--- src/rtl/trans_buffers_nlane_if.sv ---
// Lane-buffer bus bundle: TCDM-side per-lane push/pop and EXT-side wide beats.
// The slave modport is the buffer view; the master modport is the environment view.
interface trans_buffers_nlane_if #(
    parameter int unsigned NB_LANES = 2,
    parameter int unsigned LANE_DW  = 32
);
    localparam int unsigned DW = NB_LANES * LANE_DW;
    localparam int unsigned SW = DW / 8;

    logic [DW-1:0]       tx_push_dat_i;
    logic [NB_LANES-1:0] tx_push_req_i;
    logic [NB_LANES-1:0] tx_push_gnt_o;
    logic [DW-1:0]       tx_pop_dat_o;
    logic                tx_pop_req_i;
    logic                tx_pop_gnt_o;

    logic [DW-1:0]       rx_push_dat_i;
    logic [SW-1:0]       rx_push_strb_i;
    logic                rx_push_req_i;
    logic                rx_push_gnt_o;
    logic [DW-1:0]       rx_pop_dat_o;
    logic [SW-1:0]       rx_pop_strb_o;
    logic [NB_LANES-1:0] rx_pop_req_i;
    logic [NB_LANES-1:0] rx_pop_gnt_o;

    modport slave (
        input  tx_push_dat_i, tx_push_req_i, tx_pop_req_i,
        input  rx_push_dat_i, rx_push_strb_i, rx_push_req_i, rx_pop_req_i,
        output tx_push_gnt_o, tx_pop_dat_o, tx_pop_gnt_o,
        output rx_push_gnt_o, rx_pop_dat_o, rx_pop_strb_o, rx_pop_gnt_o
    );

    modport master (
        output tx_push_dat_i, tx_push_req_i, tx_pop_req_i,
        output rx_push_dat_i, rx_push_strb_i, rx_push_req_i, rx_pop_req_i,
        input  tx_push_gnt_o, tx_pop_dat_o, tx_pop_gnt_o,
        input  rx_push_gnt_o, rx_pop_dat_o, rx_pop_strb_o, rx_pop_gnt_o
    );
endinterface

--- src/rtl/trans_buffers_nlane.sv ---
// N-lane transfer buffers: per-lane TX FIFOs joined into wide EXT beats, wide RX beats split into per-lane FIFOs.
// Optional sticky protocol-error flag err_o under `define TRANS_BUFFERS_NLANE_ERR_EN.
module trans_buffers_nlane #(
    parameter int unsigned NB_LANES = 2,
    parameter int unsigned LANE_DW  = 32,
    parameter int unsigned TX_DEPTH = 2,
    parameter int unsigned RX_DEPTH = 2
) (
    input  logic clk_i,
    input  logic rst_ni,
    input  logic test_mode_i,
    input  logic flush_i,
    input  logic rx_skip_en_i,
    trans_buffers_nlane_if.slave bus
`ifdef TRANS_BUFFERS_NLANE_ERR_EN
    ,
    output logic err_o
`endif
);
    localparam int unsigned STRB_W = LANE_DW / 8;
    localparam int unsigned DW     = NB_LANES * LANE_DW;
    localparam int unsigned SW     = NB_LANES * STRB_W;
    localparam int unsigned RX_EW  = LANE_DW + STRB_W;
    localparam int unsigned TX_CW  = $clog2(TX_DEPTH + 1);
    localparam int unsigned RX_CW  = $clog2(RX_DEPTH + 1);
    localparam int unsigned TX_PW  = (TX_DEPTH > 1) ? $clog2(TX_DEPTH) : 1;
    localparam int unsigned RX_PW  = (RX_DEPTH > 1) ? $clog2(RX_DEPTH) : 1;

    logic [NB_LANES-1:0] tx_full, tx_empty, tx_push_fire;
    logic [NB_LANES-1:0] rx_full, rx_empty, rx_need, rx_lane_push, rx_pop_fire;
    logic                tx_pop_fire, rx_push_fire;
    logic [DW-1:0]       tx_head_dat, rx_head_dat;
    logic [SW-1:0]       rx_head_strb;

    logic unused_test_mode;
    assign unused_test_mode = test_mode_i;

    // Handshakes: grants come from occupancy only, and flush masks them all.
    assign bus.tx_push_gnt_o = flush_i ? '0 : ~tx_full;
    assign bus.tx_pop_gnt_o  = ~flush_i & ~(|tx_empty);
    assign tx_push_fire      = bus.tx_push_req_i & bus.tx_push_gnt_o;
    assign tx_pop_fire       = bus.tx_pop_req_i & bus.tx_pop_gnt_o;

    assign bus.rx_push_gnt_o = ~flush_i & ~(|(rx_need & rx_full));
    assign rx_push_fire      = bus.rx_push_req_i & bus.rx_push_gnt_o;
    assign rx_lane_push      = {NB_LANES{rx_push_fire}} & rx_need;
    assign bus.rx_pop_gnt_o  = flush_i ? '0 : ~rx_empty;
    assign rx_pop_fire       = bus.rx_pop_req_i & bus.rx_pop_gnt_o;

    assign bus.tx_pop_dat_o  = tx_head_dat;
    assign bus.rx_pop_dat_o  = rx_head_dat;
    assign bus.rx_pop_strb_o = rx_head_strb;

    for (genvar i = 0; i < NB_LANES; i++) begin : g_lane
        logic [LANE_DW-1:0] tx_mem [TX_DEPTH];
        logic [TX_PW-1:0]   tx_wr, tx_rd;
        logic [TX_CW-1:0]   tx_cnt;
        logic [RX_EW-1:0]   rx_mem [RX_DEPTH];
        logic [RX_PW-1:0]   rx_wr, rx_rd;
        logic [RX_CW-1:0]   rx_cnt;
        logic [RX_EW-1:0]   rx_head;

        assign tx_full[i]  = (tx_cnt == TX_CW'(TX_DEPTH));
        assign tx_empty[i] = (tx_cnt == '0);
        assign rx_full[i]  = (rx_cnt == RX_CW'(RX_DEPTH));
        assign rx_empty[i] = (rx_cnt == '0);
        // A lane is only needed by a beat if skipping is off or it carries live bytes.
        assign rx_need[i]  = ~rx_skip_en_i | (|bus.rx_push_strb_i[i*STRB_W +: STRB_W]);

        always_ff @(posedge clk_i or negedge rst_ni) begin
            if (!rst_ni) begin
                tx_wr  <= '0;
                tx_rd  <= '0;
                tx_cnt <= '0;
            end else if (flush_i) begin
                tx_wr  <= '0;
                tx_rd  <= '0;
                tx_cnt <= '0;
            end else begin
                if (tx_push_fire[i])
                    tx_wr <= (tx_wr == TX_PW'(TX_DEPTH - 1)) ? '0 : tx_wr + TX_PW'(1);
                if (tx_pop_fire)
                    tx_rd <= (tx_rd == TX_PW'(TX_DEPTH - 1)) ? '0 : tx_rd + TX_PW'(1);
                case ({tx_push_fire[i], tx_pop_fire})
                    2'b10:   tx_cnt <= tx_cnt + TX_CW'(1);
                    2'b01:   tx_cnt <= tx_cnt - TX_CW'(1);
                    default: tx_cnt <= tx_cnt;
                endcase
            end
        end

        always_ff @(posedge clk_i or negedge rst_ni) begin
            if (!rst_ni) begin
                rx_wr  <= '0;
                rx_rd  <= '0;
                rx_cnt <= '0;
            end else if (flush_i) begin
                rx_wr  <= '0;
                rx_rd  <= '0;
                rx_cnt <= '0;
            end else begin
                if (rx_lane_push[i])
                    rx_wr <= (rx_wr == RX_PW'(RX_DEPTH - 1)) ? '0 : rx_wr + RX_PW'(1);
                if (rx_pop_fire[i])
                    rx_rd <= (rx_rd == RX_PW'(RX_DEPTH - 1)) ? '0 : rx_rd + RX_PW'(1);
                case ({rx_lane_push[i], rx_pop_fire[i]})
                    2'b10:   rx_cnt <= rx_cnt + RX_CW'(1);
                    2'b01:   rx_cnt <= rx_cnt - RX_CW'(1);
                    default: rx_cnt <= rx_cnt;
                endcase
            end
        end

        // Storage carries no reset; contents are qualified by the counts.
        always_ff @(posedge clk_i) begin
            if (tx_push_fire[i])
                tx_mem[tx_wr] <= bus.tx_push_dat_i[i*LANE_DW +: LANE_DW];
            if (rx_lane_push[i])
                rx_mem[rx_wr] <= {bus.rx_push_strb_i[i*STRB_W +: STRB_W],
                                  bus.rx_push_dat_i[i*LANE_DW +: LANE_DW]};
        end

        assign rx_head                               = rx_mem[rx_rd];
        assign tx_head_dat[i*LANE_DW +: LANE_DW]     = tx_mem[tx_rd];
        assign rx_head_dat[i*LANE_DW +: LANE_DW]     = rx_head[LANE_DW-1:0];
        assign rx_head_strb[i*STRB_W +: STRB_W]      = rx_head[RX_EW-1:LANE_DW];
    end

`ifdef TRANS_BUFFERS_NLANE_ERR_EN
    localparam int unsigned STALL_W   = 11;
    localparam int unsigned STALL_LIM = 1024;

    logic [STALL_W-1:0] stall_cnt;
    logic               rx_stall, err_set;

    assign rx_stall = bus.rx_push_req_i & ~bus.rx_push_gnt_o;
    // Stall error fires on the 1025th consecutive refused cycle.
    assign err_set  = (|(bus.tx_push_req_i & tx_full))
                    | (bus.tx_pop_req_i & ~bus.tx_pop_gnt_o)
                    | (rx_stall & (stall_cnt >= STALL_W'(STALL_LIM)));

    always_ff @(posedge clk_i or negedge rst_ni) begin
        if (!rst_ni) begin
            stall_cnt <= '0;
            err_o     <= 1'b0;
        end else if (flush_i) begin
            stall_cnt <= '0;
            err_o     <= 1'b0;
        end else begin
            if (!rx_stall)
                stall_cnt <= '0;
            else if (stall_cnt != '1)
                stall_cnt <= stall_cnt + STALL_W'(1);
            if (err_set)
                err_o <= 1'b1;
        end
    end
`endif
endmodule

--- src/flat_wrapper.sv ---
// flat-port wrapper written by rule: the top's interface ports become plain ports
module trans_buffers_nlane_flat 
#(
    parameter int unsigned NB_LANES = 2,
    parameter int unsigned LANE_DW  = 32,
    parameter int unsigned TX_DEPTH = 2,
    parameter int unsigned RX_DEPTH = 2
)
  (clk_i, rst_ni, test_mode_i, flush_i, rx_skip_en_i, bus_tx_push_dat_i, bus_tx_push_req_i, bus_tx_pop_req_i, bus_rx_push_dat_i, bus_rx_push_strb_i, bus_rx_push_req_i, bus_rx_pop_req_i, bus_tx_push_gnt_o, bus_tx_pop_dat_o, bus_tx_pop_gnt_o, bus_rx_push_gnt_o, bus_rx_pop_dat_o, bus_rx_pop_strb_o, bus_rx_pop_gnt_o);
  trans_buffers_nlane_if #(.NB_LANES(NB_LANES), .LANE_DW(LANE_DW)) bus_i ();
  input  logic clk_i;
  input  logic rst_ni;
  input  logic test_mode_i;
  input  logic flush_i;
  input  logic rx_skip_en_i;
  input wire logic [$bits(bus_i.tx_push_dat_i)-1:0] bus_tx_push_dat_i;
  input wire logic [$bits(bus_i.tx_push_req_i)-1:0] bus_tx_push_req_i;
  input wire logic [$bits(bus_i.tx_pop_req_i)-1:0] bus_tx_pop_req_i;
  input wire logic [$bits(bus_i.rx_push_dat_i)-1:0] bus_rx_push_dat_i;
  input wire logic [$bits(bus_i.rx_push_strb_i)-1:0] bus_rx_push_strb_i;
  input wire logic [$bits(bus_i.rx_push_req_i)-1:0] bus_rx_push_req_i;
  input wire logic [$bits(bus_i.rx_pop_req_i)-1:0] bus_rx_pop_req_i;
  output wire logic [$bits(bus_i.tx_push_gnt_o)-1:0] bus_tx_push_gnt_o;
  output wire logic [$bits(bus_i.tx_pop_dat_o)-1:0] bus_tx_pop_dat_o;
  output wire logic [$bits(bus_i.tx_pop_gnt_o)-1:0] bus_tx_pop_gnt_o;
  output wire logic [$bits(bus_i.rx_push_gnt_o)-1:0] bus_rx_push_gnt_o;
  output wire logic [$bits(bus_i.rx_pop_dat_o)-1:0] bus_rx_pop_dat_o;
  output wire logic [$bits(bus_i.rx_pop_strb_o)-1:0] bus_rx_pop_strb_o;
  output wire logic [$bits(bus_i.rx_pop_gnt_o)-1:0] bus_rx_pop_gnt_o;
  assign bus_i.tx_push_dat_i = bus_tx_push_dat_i;
  assign bus_i.tx_push_req_i = bus_tx_push_req_i;
  assign bus_i.tx_pop_req_i = bus_tx_pop_req_i;
  assign bus_i.rx_push_dat_i = bus_rx_push_dat_i;
  assign bus_i.rx_push_strb_i = bus_rx_push_strb_i;
  assign bus_i.rx_push_req_i = bus_rx_push_req_i;
  assign bus_i.rx_pop_req_i = bus_rx_pop_req_i;
  assign bus_tx_push_gnt_o = bus_i.tx_push_gnt_o;
  assign bus_tx_pop_dat_o = bus_i.tx_pop_dat_o;
  assign bus_tx_pop_gnt_o = bus_i.tx_pop_gnt_o;
  assign bus_rx_push_gnt_o = bus_i.rx_push_gnt_o;
  assign bus_rx_pop_dat_o = bus_i.rx_pop_dat_o;
  assign bus_rx_pop_strb_o = bus_i.rx_pop_strb_o;
  assign bus_rx_pop_gnt_o = bus_i.rx_pop_gnt_o;
  trans_buffers_nlane #(.NB_LANES(NB_LANES), .LANE_DW(LANE_DW), .TX_DEPTH(TX_DEPTH), .RX_DEPTH(RX_DEPTH)) u_core (.clk_i(clk_i), .rst_ni(rst_ni), .test_mode_i(test_mode_i), .flush_i(flush_i), .rx_skip_en_i(rx_skip_en_i), .bus(bus_i));
endmodule
--- config.mk ---
export PLATFORM = sky130hd
export DESIGN_NAME = trans_buffers_nlane_flat
export DESIGN_NICKNAME = d
export VERILOG_FILES = /design/src/rtl/trans_buffers_nlane_if.sv /design/src/rtl/trans_buffers_nlane.sv /design/src/flat_wrapper.sv
export SDC_FILE = /design/constraint.sdc
export NUM_CORES = 1
export LEC_CHECK = 0
export CORE_MARGIN = 2
export CORE_UTILIZATION = 25
export CTS_BUF_LIST = sky130_fd_sc_hd__clkbuf_16
export DETAILED_ROUTE_END_ITERATION = 8
export PLACE_DENSITY = 0.53
export SLEW_MARGIN = 20
export SYNTH_ARGS = -nofsm -noshare
export SYNTH_HDL_FRONTEND = slang
export SYNTH_SLANG_ARGS = --single-unit
--- constraint.sdc ---
create_clock -name clk_i -period 3.8 [get_ports clk_i]
set_clock_uncertainty 0.1 [all_clocks]
set_input_delay 0.76 -clock clk_i [delete_from_list [all_inputs] [get_ports clk_i]]
set_output_delay 0.76 -clock clk_i [all_outputs]
set_load 0.01 [all_outputs]
==> summary.txt <==
Run status
  • Status: finished, final reports clean

Logic synthesis
  • Post-synthesis sequential area ratio: about four fifths
  • Syn nets: a little under 700
  • Warnings, synthesis: 0
  • Post-synth top flop: edfxtp_1
  • Cell variety after synth: 36
  • Mean Syn Cell Area: 19.9 µm²
  • Ys async rst share: approximately 5.6%
  • Mapped Cells: between 500 and 600
  • Netlist Area Pre-Place: roughly 0.011 mm²
  • Post-synth EDFFs: 272
  • Synthesis-stage register bit count: ~290

Power
  • Max VDD drop: 0.273 mV
  • Switching Power: between 1.5 and 2 mW
  • Logic pwr share: between 10% and 20%
  • Power Internal: around 5.9 mW
  • Switching share of total power: about 22%
  • Seq pwr share: 48.5%
  • Clock power frac: 40.9%
  • Pleak: between 5 and 6 nW
  • PD cells: ~480 mW/mm²

Placed design
  • Dpl cell area: approximately 0.015 mm²
  • Post-DP HPWL: between 15 and 20 mm
  • Place WS: -0.0345 ns
  • DP Cell Count: about 1.4k
  • RePlAce Congestion: between 0.6 and 0.7
  • Port bufs: 287

Final layout
  • Reg area: about 0.0086 mm²
  • Footprint of the multi-input gates: ~0.0022 mm²
  • Non-filler instance count after layout: about 1.5k
  • Fillers: between 4k and 5k
  • Post-layout net count: between 1k and 1.5k
  • Design area: roughly 0.016 mm²
  • Share of cells above drive strength 1: 24.8%
  • Area grow syn2layout: 44.6%

Drt
  • Met1 Wirelength: around 9.7 mm
  • Final WL: 24.5 mm
  • Remaining antenna violation count: 0
  • WL met2: about 11 mm
  • Avg Vias per Cell: 4.06
  • Metal3 WL: 2.72 mm
  • Top Layer Used: met5
  • Wire length per cell: roughly 17 µm
  • DRC Markers: 0
  • DR pass1 iterations: 4
  • Detailed Route Iter0 Violations: roughly 240
  • Via Count: between 6k and 7k

Worst setup path
  • Reg2reg path depth: 4
  • CP Max Fanout: 4
  • R2R setup slack: 1.69 ns
  • Crit Reg-Reg Endpoint: u_core.g_lane[1].rx_mem[1][14]
  • Critical Path RT: 2.94 ns
  • CP startpoint: bus_rx_push_strb_i[0]
  • Worst Setup End Kind: primary output
  • WS Path Type: in -> out
  • Worst r2r src: u_core.g_lane[1].rx_cnt[0]
  • Crit start category: primary input
  • Setup crit end: bus_rx_push_gnt_o
  • WP data arrival: roughly 2.8 ns

STA
  • Fin worst setup slack: approximately 0.19 ns
  • Slew of the pin with the lowest slew margin: just over 0.9 ns
  • Fmax achieved: roughly 280 MHz
  • Minimum clock period: roughly 3.6 ns
  • Final Hold Viols: 0
  • Rel. slew slack: between 30 and 40%
  • # setup viols final: 0
  • Worst hold slack: 0.448 ns
  • Period utilization: between 90 and 100%
  • Final Max Tran Viols: 0
  • Final setup TNS: 0 ns
  • RSZ-0062 raised after global routing: false

Die
  • Core Region: 0.0430 mm²
  • Total Die Area: about 0.045 mm²
  • Die width: approximately 210 µm
  • Die Y-Extent: 212 µm
  • Initial Util: about a quarter
  • I/O pins: about 290
  • Row count: 76

Clocking
  • CTS Root Buffer Type: clkbuf_16
  • Clock Latency Late Sink: 0.54 ns
  • Clock-pin transition on the worst setup and hold timing paths: roughly 0.060 ns
  • CTS tree: done
  • H-tree Lvls: 2
  • Clock buffer count from CTS: 35
  • Clock buffer depth: 3
  • Clk sinks: around 290

GRT
  • Vias in the first global route: 6,364
  • Antenna violations before repair: 2
  • Largest net degree at the start of global routing: 38
  • First-pass GRT wire length: between 30 and 40 mm
  • GRT overflow: 0
  • Total track usage: between 10% and 20%

Worst hold path
  • WHS Path Cells: 1
  • Worst Hold Class: reg -> reg

Flow run
  • MaxCap Viol Count: 0
==> logic make-up (layout without fill, tap and decap cells) <==
group,Yosys count,after routing,share of synthesized area [%]
xor gates and xnor gates,6,6,0.484
DFF,288,288,78.9
buffers and inverters,24,372,1.04
muxes,142,142,14.7
and+or+nand+nor,56,56,3.01
AOI/OAI and AO/OA,30,30,1.92
other,0,1,0
==> cell usage after synthesis, types with 2 or more instances <==
library cell	n	area, µm²
edfxtp_1	272	8170
mux2_2	138	1550
dfrtp_1	16	400
nor2_1	15	56.3
clkbuf_1	11	41.3
a21oi_1	10	50.1
nand2_1	8	30.0
buf_2	6	30.0
nor3_1	6	30.0
o21ai_0	6	30.0
inv_1	5	18.8
nand2b_1	5	31.3
a211oi_1	4	30.0
mux2i_1	4	40.0
nor2b_1	4	25.0
xnor2_1	4	35.0
and3_1	3	18.8
a2111oi_2	2	30.0
a31oi_1	2	12.5
buf_6	2	22.5
nand3_1	2	10.0
nor4_1	2	12.5
o211ai_1	2	15.0
or3_1	2	12.5
or4_4	2	22.5
or4b_2	2	20.0
xor2_1	2	17.5
==> critical path, stage by stage <==
cell and delay (ns):
clkdlybuf4s50_1 0.50, nor4_2 0.37, buf_4 0.19, a21oi_1 0.09
nor3_1 0.23, clkdlybuf4s50_1 0.61
==> state kept, by name, indices dropped and copies added, names as in the netlist <==
register,cells
u_core.g_lane.rx_wr,2
u_core.g_lane.rx_cnt,4
u_core.g_lane.tx_mem,128
u_core.g_lane.rx_mem,144
u_core.g_lane.rx_rd,2
u_core.g_lane.tx_cnt,4
u_core.g_lane.tx_wr,2
u_core.g_lane.tx_rd,2
==> how the worst min path moves through the flow <==
stage | from | endpoint | slack, ns
floorplan | rst_ni | u_core.g_lane[0].rx_cnt[0] | 0.36
finish | u_core.g_lane[1].tx_wr | u_core.g_lane[1].tx_wr | 0.45
global route | u_core.g_lane[1].tx_wr | u_core.g_lane[1].tx_wr | 0.50
CTS | u_core.g_lane[1].tx_wr | u_core.g_lane[1].tx_wr | 0.46
global placement | u_core.g_lane[1].tx_wr | u_core.g_lane[1].tx_wr | 0.43
detailed placement | u_core.g_lane[0].tx_wr | u_core.g_lane[0].tx_wr | 0.45
==> layout by cell type (no fill, tap or decap), types with 3 or more instances in the layout <==
cell               n
buf_12             8
buf_4              8
nor2_1            13
nand2_1            8
clkinvlp_4         3
clkinv_1           8
clkdlybuf4s50_1  287
edfxtp_1         272
nor2b_1            4
and3_2             3
xnor2_1            4
nand2b_1           5
clkinv_2           7
nor3_1             6
mux2i_1            4
a21oi_1           10
a211oi_1           4
inv_1             11
dfrtp_1           16
clkbuf_16         36
o21ai_0            6
mux2_2           138
==> per-stage QoR <==
stage	total power [mW]	util, %
after floorplan	4.04	-
after global placement	4.54	34.0
after detailed placement	4.55	34.0
after CTS	7.72	36.5
after global routing	7.88	36.5
final	7.56	36.5
==> layout make-up <==
class,instances,share of cell area (%)
Sequential cell,288,54.6
Inverter,5,0.120
Multi-Input combinational cell,234,14.1
Tap cell,585,4.66
Clock buffer,36,5.74
Antenna cell,1,0.0159
Timing Repair Buffer,303,19.7
Clock inverter,28,1.12
==> power groups by stage <==
| stage | sequential (mW) | clock, mW | combinational, mW |
|---|---|---|---|
| finish | 3.66 | 3.09 | 0.809 |
| global route | 3.67 | 3.34 | 0.871 |
| CTS | 3.66 | 3.23 | 0.829 |
| detailed placement | 3.73 | 0 | 0.822 |
| global placement | 3.72 | 0 | 0.818 |
| floorplan | 3.72 | 0 | 0.325 |
==> metal layers <==
metal / track usage [%] / up-vias
met3: 4.93 / 45
met5: 0 / -
met2: 17.2 / 212
met4: 4.58 / 2
li1: - / 2808
met1: 12.2 / 2936
==> what timing repair did <==
item                       4_1_cts  5_1_grt
resized for setup                1        1
setup endpoints to repair        1        1
setup buffers                    0        0
hold buffers                     0        0
Note: power is estimated with default switching activity, not from simulation.
